===== src/rtl/conv2d_seq_mac.sv =====
// rtl/conv2d_seq_mac.sv - time-multiplexed single-MAC 2D convolution engine with requantised output
//
// Purpose: computes one output pixel at a time. Each pixel takes a bias fetch,
// one tap per cycle through IN_CHANNELS*K*K taps, one drain cycle and one write
// cycle. The accumulated value is requantised with a rounding arithmetic right
// shift, an optional ReLU and saturation to DATA_WIDTH.
//
// Ports:
//   clk, rst              clock, synchronous active-high reset
//   start                 begin a layer (sampled only while idle)
//   shift, relu_en        requant controls, captured when start is accepted
//   busy, done            engine active / one-cycle completion pulse
//   in_addr/in_en/in_data input feature map read port (1-cycle latency)
//   w_addr/w_en/w_data    weight memory read port (1-cycle latency)
//   b_addr/b_en/b_data    bias memory read port (1-cycle latency)
//   out_addr/out_data/out_we  output feature map write port
module conv2d_seq_mac #(
   parameter int IN_CHANNELS  = 3,
   parameter int OUT_CHANNELS = 4,
   parameter int IN_HEIGHT    = 8,
   parameter int IN_WIDTH     = 8,
   parameter int KERNEL_SIZE  = 3,
   parameter int STRIDE       = 1,
   parameter int PADDING      = 1,
   parameter int DATA_WIDTH   = 8,
   parameter int ACC_WIDTH    = 24,
   parameter int ADDR_WIDTH   = 16,
   parameter int SHIFT_WIDTH  = 5
) (
   input  logic                         clk,
   input  logic                         rst,
   input  logic                         start,
   input  logic [SHIFT_WIDTH-1:0]       shift,
   input  logic                         relu_en,
   output logic                         busy,
   output logic                         done,
   output logic [ADDR_WIDTH-1:0]        in_addr,
   output logic                         in_en,
   input  logic signed [DATA_WIDTH-1:0] in_data,
   output logic [ADDR_WIDTH-1:0]        w_addr,
   output logic                         w_en,
   input  logic signed [DATA_WIDTH-1:0] w_data,
   output logic [ADDR_WIDTH-1:0]        b_addr,
   output logic                         b_en,
   input  logic signed [ACC_WIDTH-1:0]  b_data,
   output logic [ADDR_WIDTH-1:0]        out_addr,
   output logic [DATA_WIDTH-1:0]        out_data,
   output logic                         out_we
);

   localparam int OH   = (IN_HEIGHT + 2*PADDING - KERNEL_SIZE) / STRIDE + 1;
   localparam int OW   = (IN_WIDTH  + 2*PADDING - KERNEL_SIZE) / STRIDE + 1;
   localparam int HW   = IN_HEIGHT * IN_WIDTH;
   localparam int KK   = KERNEL_SIZE * KERNEL_SIZE;
   localparam int TAPS = IN_CHANNELS * KK;
   localparam int OHW  = OH * OW;
   // Wide enough that the rounding constant for any shift value cannot overflow.
   localparam int EW   = ACC_WIDTH + 2**SHIFT_WIDTH;
   localparam logic signed [EW-1:0] SAT_MAX = EW'((2**(DATA_WIDTH-1)) - 1);
   localparam logic signed [EW-1:0] SAT_MIN = ~SAT_MAX;

   localparam logic [2:0] S_IDLE  = 3'd0;
   localparam logic [2:0] S_BIAS  = 3'd1;
   localparam logic [2:0] S_MAC   = 3'd2;
   localparam logic [2:0] S_DRAIN = 3'd3;
   localparam logic [2:0] S_WRITE = 3'd4;
   localparam logic [2:0] S_DONE  = 3'd5;

   logic [2:0]                  state_q, state_d;
   logic [31:0]                 oc_q, orow_q, ocol_q, ic_q, kr_q, kc_q;
   logic                        pad_q;
   logic [SHIFT_WIDTH-1:0]      shift_q;
   logic                        relu_q;
   logic signed [ACC_WIDTH-1:0] acc_q;
   logic [DATA_WIDTH-1:0]       out_data_q;
   logic [ADDR_WIDTH-1:0]       out_addr_q, in_addr_q, w_addr_q, b_addr_q;

   logic signed [31:0]              row_s, col_s;
   logic                            tap_inb, first_tap, last_tap, last_pix;
   logic signed [2*DATA_WIDTH-1:0]  mul;
   logic signed [ACC_WIDTH-1:0]     prod_ext, acc_sum;
   logic signed [EW-1:0]            acc_ext, rnd, v_sh, v_cl;
   logic [DATA_WIDTH-1:0]           q_val;

   // Tap geometry for the tap being issued this cycle.
   assign row_s     = $signed(orow_q*STRIDE + kr_q) - PADDING;
   assign col_s     = $signed(ocol_q*STRIDE + kc_q) - PADDING;
   assign tap_inb   = (row_s >= 0) && (row_s < IN_HEIGHT) && (col_s >= 0) && (col_s < IN_WIDTH);
   assign first_tap = (ic_q == 0) && (kr_q == 0) && (kc_q == 0);
   assign last_tap  = (ic_q == IN_CHANNELS-1) && (kr_q == KERNEL_SIZE-1) && (kc_q == KERNEL_SIZE-1);
   assign last_pix  = (oc_q == OUT_CHANNELS-1) && (orow_q == OH-1) && (ocol_q == OW-1);

   assign in_en = (state_q == S_MAC) && tap_inb;
   assign w_en  = (state_q == S_MAC);
   assign b_en  = (state_q == S_BIAS);

   // Addresses follow the live counters while enabled and otherwise hold.
   assign in_addr = in_en ? ADDR_WIDTH'(ic_q*HW + row_s*IN_WIDTH + col_s) : in_addr_q;
   assign w_addr  = w_en  ? ADDR_WIDTH'(oc_q*TAPS + ic_q*KK + kr_q*KERNEL_SIZE + kc_q) : w_addr_q;
   assign b_addr  = b_en  ? ADDR_WIDTH'(oc_q) : b_addr_q;

   assign busy     = (state_q != S_IDLE);
   assign done     = (state_q == S_DONE);
   assign out_we   = (state_q == S_WRITE);
   assign out_addr = out_addr_q;
   assign out_data = out_data_q;

   // The operands on in_data/w_data belong to the tap issued last cycle;
   // a padding tap contributes zero whatever stale value in_data holds.
   assign mul      = in_data * w_data;
   assign prod_ext = pad_q ? '0 : {{(ACC_WIDTH-2*DATA_WIDTH){mul[2*DATA_WIDTH-1]}}, mul};
   assign acc_sum  = acc_q + prod_ext;

   always_comb begin
      acc_ext = {{(EW-ACC_WIDTH){acc_sum[ACC_WIDTH-1]}}, acc_sum};
      rnd     = (shift_q != '0) ? (EW'(1) << (shift_q - 1'b1)) : '0;
      v_sh    = (acc_ext + rnd) >>> shift_q;
      v_cl    = v_sh;
      if (relu_q && (v_cl < 0)) begin
         v_cl = '0;
      end
      if (v_cl > SAT_MAX) begin
         v_cl = SAT_MAX;
      end else if (v_cl < SAT_MIN) begin
         v_cl = SAT_MIN;
      end
      q_val = DATA_WIDTH'(v_cl);
   end

   always_comb begin
      state_d = state_q;
      case (state_q)
         S_IDLE:  if (start) state_d = S_BIAS;
         S_BIAS:  state_d = S_MAC;
         S_MAC:   if (last_tap) state_d = S_DRAIN;
         S_DRAIN: state_d = S_WRITE;
         S_WRITE: state_d = last_pix ? S_DONE : S_BIAS;
         S_DONE:  state_d = S_IDLE;
         default: state_d = S_IDLE;
      endcase
   end

   always_ff @(posedge clk) begin
      if (rst) begin
         state_q    <= S_IDLE;
         oc_q       <= '0;
         orow_q     <= '0;
         ocol_q     <= '0;
         ic_q       <= '0;
         kr_q       <= '0;
         kc_q       <= '0;
         pad_q      <= 1'b0;
         shift_q    <= '0;
         relu_q     <= 1'b0;
         acc_q      <= '0;
         out_data_q <= '0;
         out_addr_q <= '0;
         in_addr_q  <= '0;
         w_addr_q   <= '0;
         b_addr_q   <= '0;
      end else begin
         state_q   <= state_d;
         in_addr_q <= in_addr;
         w_addr_q  <= w_addr;
         b_addr_q  <= b_addr;
         case (state_q)
            S_IDLE: begin
               if (start) begin
                  shift_q <= shift;
                  relu_q  <= relu_en;
                  oc_q    <= '0;
                  orow_q  <= '0;
                  ocol_q  <= '0;
                  ic_q    <= '0;
                  kr_q    <= '0;
                  kc_q    <= '0;
               end
            end
            S_MAC: begin
               pad_q <= !tap_inb;
               // Bias arrives during the first tap cycle and seeds the sum.
               acc_q <= first_tap ? b_data : acc_sum;
               if (kc_q == KERNEL_SIZE-1) begin
                  kc_q <= '0;
                  if (kr_q == KERNEL_SIZE-1) begin
                     kr_q <= '0;
                     ic_q <= (ic_q == IN_CHANNELS-1) ? '0 : ic_q + 1;
                  end else begin
                     kr_q <= kr_q + 1;
                  end
               end else begin
                  kc_q <= kc_q + 1;
               end
            end
            S_DRAIN: begin
               out_data_q <= q_val;
               out_addr_q <= ADDR_WIDTH'(oc_q*OHW + orow_q*OW + ocol_q);
            end
            S_WRITE: begin
               if (ocol_q == OW-1) begin
                  ocol_q <= '0;
                  if (orow_q == OH-1) begin
                     orow_q <= '0;
                     oc_q   <= (oc_q == OUT_CHANNELS-1) ? '0 : oc_q + 1;
                  end else begin
                     orow_q <= orow_q + 1;
                  end
               end else begin
                  ocol_q <= ocol_q + 1;
               end
            end
            default: ;
         endcase
      end
   end

endmodule


===== config.mk =====
export PLATFORM = sky130hd
export DESIGN_NAME = conv2d_seq_mac
export DESIGN_NICKNAME = d
export VERILOG_FILES = /design/src/rtl/conv2d_seq_mac.sv
export SDC_FILE = /design/constraint.sdc
export NUM_CORES = 2
export LEC_CHECK = 0
export CAP_MARGIN = 20
export CORE_ASPECT_RATIO = 1.2
export CORE_MARGIN = 4
export CORE_UTILIZATION = 40
export CTS_BUF_LIST = sky130_fd_sc_hd__clkbuf_8
export CTS_CLUSTER_DIAMETER = 120
export DETAILED_ROUTE_END_ITERATION = 8
export PLACE_DENSITY_LB_ADDON = 0.05
export SKIP_LAST_GASP = 1
export SYNTH_ARGS = -nofsm -noshare
export SYNTH_HDL_FRONTEND = slang
export SYNTH_SLANG_ARGS = --single-unit

===== constraint.sdc =====
create_clock -name clk -period 31 [get_ports clk]
set_input_delay 4.65 -clock clk [delete_from_list [all_inputs] [get_ports clk]]
set_output_delay 4.65 -clock clk [all_outputs]
set_load 0.01 [all_outputs]

==> reports/qor.yml <==
utilization_pct: 44.5
crit_required_ps: 31610
cts_hold_buf: 0
grt_max_degree: 82
reg2reg_depth: 26
hold_start: "out_data[7]"
ys_ff_latch: 298
synthXorXnorAreaFrac_pct: 6.73
clock.fmax_ghz: 0.0568
antenna_found_initial: 4
grtUsageTotal_pct: 25.3
vias_per_cell: 5.69
finalCritPeriodShare_pct: 56.8
syn2layout_area_growth_pct: 10.7
place_congestion: 0.938
synth_fa_ha_area_share_pct: 22.1
arrival_ps: 18210
fin_tns_setup_ps: 0
worst_setup_path_end_kind: "flip-flop"
setup_viol: 0
status: "finished, final reports clean"
finalClockSkew_ps: 48.8
chipHeight_um: 320
pin_count: 127
dieArea_um2: 85500
async_flop_share_pct: 0
synthDistinctLibCells: 106
synthSimpleGateAreaFrac_pct: 21.0
drt-pass1-iter-count: 6
cap_violations: 0
synth_cells: 4145
muxShareOfSynthArea_pct: 4.01
port_buffers: 126
netlist.top_cell.by_area: "dfxtp_1"
cp-start-kind: "primary input"
cts_buffers: 58
die_w_um: 268
post-cts-setup-buffer-count: 0
cts_resized: 0
fp-row-count: 114
worst_pin_slew_ps: 1110
synth_top_family_by_area: "adder cells"
p_leak_uw: 0.0153
fin_crit_ps: 17600
ant_nets: 0
crit_type: "primary input to flip-flop"
final_layout_size_suffix_gt1_share_pct: 5.64
max_slew_margin_pct: 26.0
core_um2: 80400
worstSetupStartpoint: "w_data[3]"
clk-insertion-delay-late_ps: 710
syn_avg_cell_area_um2: 7.81
overflow: 0
power_density_nw_per_um2: 109
synthesis.nets: 4666
hold_path_depth: 2
final_cell_count_no_fill: 5284
slew_violations: 0
ys.warnings.count: 0
crit_fanout: 22
yosys_most_used_dff: "dfxtp_1"
nets: 4716
cp_slowest_cell: "nand4_1"
layout_common_cells: "inv_1, nor2_1, nand2_1, ha_1, dfxtp_1"
grt_pass1_vias: 29100
path_clk_slew_ps: 60
htreeDepth: 2
initial_core_util_pct: 40.2
vias: 30000
dp_hpwl_mm: 88.8
drt_first_iter_violations: 2197
synth-compound-area-share_pct: 19.8
rsz0062_at_grt: "no"
cts_tree: "built"
grt_pass1_wl_mm: 171
wirelength_mm: 111
hold_ws_ps: 454
clockBufferDepth: 3
ir_drop_v: 0.0000828
clockRootBuffer: "clkbuf_8"
synthTopCellsByArea: "dfxtp_1, ha_1, fa_1, inv_1, xnor2_1"
critPathMaxStageDelay_ps: 840
dp_cells: 5178
yosysSeqAreaShare_pct: 18.4
post_drt_wl_per_cell_um: 21.1
drc: 0
layout_commonest_cell: "inv_1"
hold_path.class: "flip-flop to flip-flop"
clkSinkCount: 298
synth_edf_count: 0
synth_top_area_share_pct: 18.4
cp_common_cell: "fa_1"
hold_violations: 0
r2r_start: "pad_q"
synthesis.area_um2: 32400
## worst paths after layout
| kind | slack [ps] | endpoint |
|---|---|---|
| max | 13400 | out_data[0] |
| min | 450 | out_data[7] |
| max reg2reg | 21010 | out_data[0] |
| min reg2reg | 450 | out_data[7] |
## cell families after synthesis
group,Yosys count
adders and majority gates,472
AOI/OAI and AO/OA,943
buffers and inverters,673
xor gates and xnor gates,247
DFF,298
and+or+nand+nor,1394
muxes,116
other,2
## worst max-delay path, delay by kind of cell
family                     cells  cell delay [ps]
adders and majority gates      7             3450
AOI/OAI and AO/OA             16             4800
buffers and inverters          4             1380
and+or+nand+nor               11             3890
## metal layers
metal	global-route usage (%)	vias up	routed length [um]
li1	-	14600	-
met1	33.0	14400	48300
met2	43.6	812	54200
met3	3.19	199	5480
met4	7.76	2	3420
met5	0	-	16
## registers in the layout, indices dropped and copies added (netlist names)
register   count
acc_q         24
pad_q          1
state_q        3
kr_q          32
b_addr_q      16
kc_q          32
relu_q         1
orow_q        32
shift_q        5
ocol_q        32
oc_q          32
ic_q          32
out_data       8
in_addr_q     16
out_addr      16
w_addr_q      16
## synth_stat cells, types with 12 or more instances
| cell type | count |
|---|---|
| a211oi_1 | 60 |
| o2bb2ai_1 | 12 |
| o31ai_1 | 24 |
| nand3_1 | 122 |
| nor3b_1 | 12 |
| fa_1 | 166 |
| dfxtp_1 | 298 |
| o21ai_0 | 154 |
| xnor2_1 | 175 |
| o22ai_1 | 13 |
| clkbuf_1 | 140 |
| o21a_1 | 25 |
| a21boi_0 | 14 |
| a21o_1 | 51 |
| nor4_1 | 64 |
| xor2_1 | 71 |
| mux2_2 | 40 |
| ha_1 | 306 |
| a21oi_1 | 248 |
| nand2_1 | 338 |
| o211ai_1 | 27 |
| inv_1 | 501 |
| o221ai_1 | 14 |
| or2_2 | 17 |
| o21bai_1 | 44 |
| and3_1 | 34 |
| nor2b_1 | 63 |
| a311oi_1 | 51 |
| nor2_1 | 404 |
| nand4_1 | 60 |
| nor3_1 | 87 |
| nand2b_1 | 28 |
| buf_1 | 20 |
| and2_1 | 55 |
| or4_1 | 20 |
| or3_1 | 33 |
| a31oi_1 | 54 |
| mux2i_1 | 65 |
## where the power goes
group	switching [uW]	leakage (uW)	internal [uW]	total, uW
Sequential	25.7	0.00241	407	433
Combinational	1950	0.0122	1100	3050
Clock	193	0.000710	244	438
## per-stage QoR
| stage | cell area [um2] | power (uW) | setup slack (ps) |
|---|---|---|---|
| after CTS | 35800 | 3900 | 13620 |
| after detailed placement | 34500 | 3440 | 12900 |
| after global placement | 34500 | 3470 | 13060 |
| after floorplan | 32400 | 2560 | 15830 |
| after global routing | 35800 | 4200 | 12550 |
| final | 35800 | 3920 | 13400 |
## final cells by class
class / instances / area [um2]
Clock buffer: 76 / 1050
Inverter: 502 / 1880
Antenna cell: 1 / 2.50
Fill cell: 8397 / 44600
Multi-Input combinational cell: 3174 / 23900
Timing Repair Buffer: 161 / 1550
Sequential cell: 298 / 5970
Clock inverter: 28 / 216
Tap cell: 1044 / 1310
No activity file was read; power rests on OpenSTA's default activity.
